**config.mk**
```make
export PLATFORM = sky130hd
export DESIGN_NAME = dac_output_formatter
export DESIGN_NICKNAME = d
export VERILOG_FILES = /design/src/rtl/dac_output_formatter.sv
export SDC_FILE = /design/constraint.sdc
export NUM_CORES = 1
export LEC_CHECK = 0
export ABC_CLOCK_PERIOD_IN_PS = 4000
export CORE_MARGIN = 5
export CORE_UTILIZATION = 35
export DETAILED_ROUTE_END_ITERATION = 8
export MAX_ROUTING_LAYER = met4
export SLEW_MARGIN = 20
export SYNTH_ARGS = -nofsm -noshare
export SYNTH_HDL_FRONTEND = slang
export SYNTH_SLANG_ARGS = --single-unit
```
**constraint.sdc**
```tcl
create_clock -name clk -period 4 [get_ports clk]
set_input_delay 0.8 -clock clk [delete_from_list [all_inputs] [get_ports clk]]
set_output_delay 0.8 -clock clk [all_outputs]
set_load 0.05 [all_outputs]
```
**src/rtl/dac_output_formatter.sv**
```systemverilog
// Final DAC output stage: registered input sample and select, optional saturating gain,
// ramp test pattern, offset-binary or two's-complement formatting into a glitch-free output register.
module dac_output_formatter #(
   parameter int WIDTH         = 16,
   parameter bit OFFSET_BINARY = 1'b1,
   parameter int GAIN_SHIFT    = 0
) (
   input  logic             clk,
   input  logic             rst_n,
   input  logic [WIDTH-1:0] inpsig,
   input  logic             select_i,
   output logic [WIDTH-1:0] DACout
);

   localparam logic [WIDTH-1:0] MSB_ONLY = {1'b1, {(WIDTH-1){1'b0}}};
   localparam logic [WIDTH-1:0] POS_FULL = {1'b0, {(WIDTH-1){1'b1}}};
   localparam logic [WIDTH-1:0] FMT_MASK = OFFSET_BINARY ? MSB_ONLY : '0;

   logic [WIDTH-1:0] r_in;
   logic             r_sel;
   logic [WIDTH-1:0] r_ramp;
   logic [WIDTH-1:0] w_gained;
   logic [WIDTH-1:0] w_value;
   logic [WIDTH-1:0] w_code;

   // NOTE: sequential state uses non-blocking assignments so every register samples pre-edge values.
   always_ff @(posedge clk or negedge rst_n) begin
      if (!rst_n) begin
         r_in   <= '0;
         r_sel  <= 1'b0;
         r_ramp <= '0;
      end else begin
         r_in  <= inpsig;
         r_sel <= select_i;
         if (r_sel) begin
            r_ramp <= r_ramp + WIDTH'(1);
         end
      end
   end

   generate
      if (GAIN_SHIFT == 0) begin : g_no_gain
         assign w_gained = r_in;
      end else begin : g_gain
         logic [WIDTH+GAIN_SHIFT-1:0] w_shifted;
         logic [GAIN_SHIFT:0]         w_top;

         assign w_shifted = {{GAIN_SHIFT{r_in[WIDTH-1]}}, r_in} << GAIN_SHIFT;
         // The value fits in WIDTH bits only when every bit above the result sign bit matches it.
         assign w_top     = w_shifted[WIDTH+GAIN_SHIFT-1:WIDTH-1];

         always_comb begin
            w_gained = w_shifted[WIDTH-1:0];
            if (!((&w_top) || !(|w_top))) begin
               w_gained = w_shifted[WIDTH+GAIN_SHIFT-1] ? MSB_ONLY : POS_FULL;
            end
         end
      end
   endgenerate

   assign w_value = r_sel ? r_ramp : w_gained;
   assign w_code  = w_value ^ FMT_MASK;

   // Reset drives the zero-signal code so the DAC idles at mid-scale in offset-binary mode.
   always_ff @(posedge clk or negedge rst_n) begin
      if (!rst_n) begin
         DACout <= FMT_MASK;
      end else begin
         DACout <= w_code;
      end
   end

endmodule

```
Word level (Yosys, flattened, before mapping)
Index checks and enable logic that the tools add are counted.

word-level totals
  bits in registers = 49
  bits of input ports = 19
  logic and storage cells = 7

cells by class
  add/sub/neg operators = 1
  multiplexer cells = 1
  bitwise operators = 1

operators with widths
  cell                                            count
  adder 16 x 1 -> 16 bit (second input constant)  1
  2-to-1 mux 16 bit                               1
  NOT 1 bit                                       1

Depth between registers and ports, before layout
  depth after elaboration = 2
  depth in mapped cells = 5

Worst setup path after synthesis
No wires, ideal clock.

  kind = flip-flop to output port
  start point = reg DACout[15]
  end point = out DACout[15]
  arrival time = 0.656 ns
  data required time = 3.200 ns
  path slack = 2.544 ns
  cell stages (with the launch flop) = 1
  cell sequence = dfstp_2

RTL lines
  item                    line  text
  start, declared         12    output logic [WIDTH-1:0] DACout
  start signal, assigned  69    DACout <= w_code;

No word-level cell between the ends.

Worst setup path after layout
  start point = reg DACout[15]
  end point = out DACout[15]

No word-level cell between the ends.

==> impl_metrics.ini <==
[detailed_routing]
avgViaCountPerCell = 4.25
dr_total_vias = 906
drtIter0Drc = 57
ant_nets = 0
wl_per_cell_um = 12.6
drc = 0
drt_wl_total_mm = 2.69
drtPass1Iterations = 4

[sta]
fin_ws_ns = 1.60
timing.slew.headroom_pct = 40.9
setup_viol = 0
rsz0062_at_grt = false
finalClockSkew_ns = 0.00942
fmax_ghz = 0.416
min_period_over_period_pct = 60.0
finalCriticalPeriod_ns = 2.40
whs_ns = 0.408
slew_violations = 0
hold_violations = 0
tns_ns = 0
tightest_slew_ns = 0.886

[worst_setup_path]
critPathRequiredTime_ns = 3.20
path_buf_inv = 1
crit_cells = 1
crit_chain = clkdlybuf4s50_1
cp_top_family = buffers and inverters
worstSetupStartpoint = DACout[15]$_DFF_PN1_
max_stage_delay_ns = 0.79
crit_path_end = DACout[15]
cp-start-kind = flip-flop
reg2reg_from = r_sel$_DFF_PN0_
rrSetupSlack_ns = 1.99
cp_data_arrival_time_ns = 1.60
slowest_stage = clkdlybuf4s50_1
worst_setup_path_end_kind = output pin
setup.worst_path.class = flip-flop to output pin
critPathMaxFanout = 1
reg2reg_to = r_ramp[10]$_DFFE_PN0P_
r2r.worst_path.cells = 4

[clocking]
htreeDepth = 2
clock_latency_ns = 0.30
cts_setup_buffers = 0
clock_sinks = 49
cts-resized-gates = 0
numCtsBuffers = 5
clockBufferDepth = 2
ctsHoldBuffers = 0
cts.clk_slew.worst_paths_ns = 0.08
cts-root-buf = clkbuf_8
tritoncts = done

[layout]
layout-drive-gt1-share_pct = 19.2
antenna_cells = 0
fin_util_pct = 47.1
fin_nets = 165
design_area_um2 = 2230
instances_no_fill = 213
area_growth_pct = 30.3

[placed_design]
port_buffers = 34
detailedPlacementHpwl_mm = 1.77
gp_congestion = 0.715
place_ws_ns = 1.91
place.detailed.instances = 205
dpl-instance-area_um2 = 2110

[synth]
synthArstFlopShare_pct = 100
seq_area_frac_synth_pct = 71.9
syn_area_per_cell_um2 = 16.0
ys_types = 18
synth_edf_count = 0
synth_largest_area_cell = dfrtp_1
synth_commonest_cells = dfrtp_1 (48), mux2_2 (16), xnor2_1 (11)
syn_inst = 107
ys_ff_latch = 49
yosysMostFrequentCell = dfrtp_1
yosys-top-cells-area = dfrtp_1 (70%), mux2_2 (11%), xnor2_1 (5.6%), xor2_1 (2.1%), dfstp_2 (1.5%)
synth_nets = 127
synth.top_cell.area_share_pct = 70.3
syn_area_um2 = 1710
yosysWarnings = 0
ys.flop_type = dfrtp_1

[global_routing]
grt_use_total_pct = 9.88
grt_pass1_wl_mm = 4.49
gr-total-overflow = 0
antenna_found_initial = 0
grt_pass1_vias = 929
grt_max_degree = 50

[flow_run]
cap_violations = 0

[pwr]
p_leak_nw = 0.970
total_power_mw = 1.21
powerDensity_nw_per_um2 = 545
peakVddDrop_v = 0.000244

[die]
initial_core_util_pct = 36.2
rows = 25
dieArea_um2 = 6380
fp.dieH_um = 79.9
io_pins = 35
coreArea_um2 = 4720
die_w_um = 79.9

[hold_path]
hp-class = flip-flop to flip-flop

[outcome]
status = complete, no violations
[where the power goes]
group	internal [mW]	leakage (nW)	switching [mW]
Combinational	0.109	0.307	0.143
Sequential	0.561	0.608	0.0562
Clock	0.188	0.0554	0.156
[cells in the final DEF (no fill, tap or decap)]
cell and instances:
nor3_4 1, and3_1 1, dfrtp_1 48, nor2_1 2, nand4_1 4, and4_1 1
clkbuf_8 5, clkdlybuf4s50_1 33, xnor2_1 11, ha_1 1, nor3_2 1, dfstp_2 1
mux2_2 16, mux2i_1 1, nand3_2 1, nand2_1 6, buf_4 1, clkbuf_1 1
bufinv_16 1, nand3_1 5, clkinv_4 1, xor2_1 4
[cells by family after synthesis]
family                   Yosys count  synth area share [%]
multiplexers                      17                  11.1
XOR/XNOR                          15                  7.69
adder cells (fa/ha/maj)            1                 0.732
buffers and inverters              3                 0.879
flip-flops                        49                  71.9
AND/OR/NAND/NOR                   22                  7.69
[flip-flops by register name, summed over array words and instances, names as in the netlist]
name    count
r_ramp     16
DACout     16
r_sel       1
r_in       16
[how the worst min path moves through the flow]
stage | startpoint | endpoint | depth (start not counted)
3_3_place_gp | r_in[15]$_DFF_PN0_ | DACout[15]$_DFF_PN1_ | 1
5_1_grt | r_in[15]$_DFF_PN0_ | DACout[15]$_DFF_PN1_ | 1
3_5_place_dp | r_in[15]$_DFF_PN0_ | DACout[15]$_DFF_PN1_ | 1
2_1_floorplan | r_in[15]$_DFF_PN0_ | DACout[15]$_DFF_PN1_ | 1
4_1_cts | r_in[15]$_DFF_PN0_ | DACout[15]$_DFF_PN1_ | 1
6_report | r_in[15]$_DFF_PN0_ | DACout[15]$_DFF_PN1_ | 1
[final cells by class]
class | instances | area (um^2)
Multi-Input combinational cell | 55 | 465
Clock buffer | 6 | 72.6
Fill cell | 414 | 2500
Timing Repair Buffer | 34 | 338
Tap cell | 67 | 83.8
Sequential cell | 49 | 1230
Clock inverter | 2 | 38.8
[metal layers]
metal  vias up  GRT usage, %  part of all wire, %
met4         0          5.57                  2.6
li1        432             -                    -
met1       439          12.4                   46
met3         7          3.61                  7.2
met2        28          13.8                   44
met5         -             -                    0
Power figures use the tool's default switching activity.
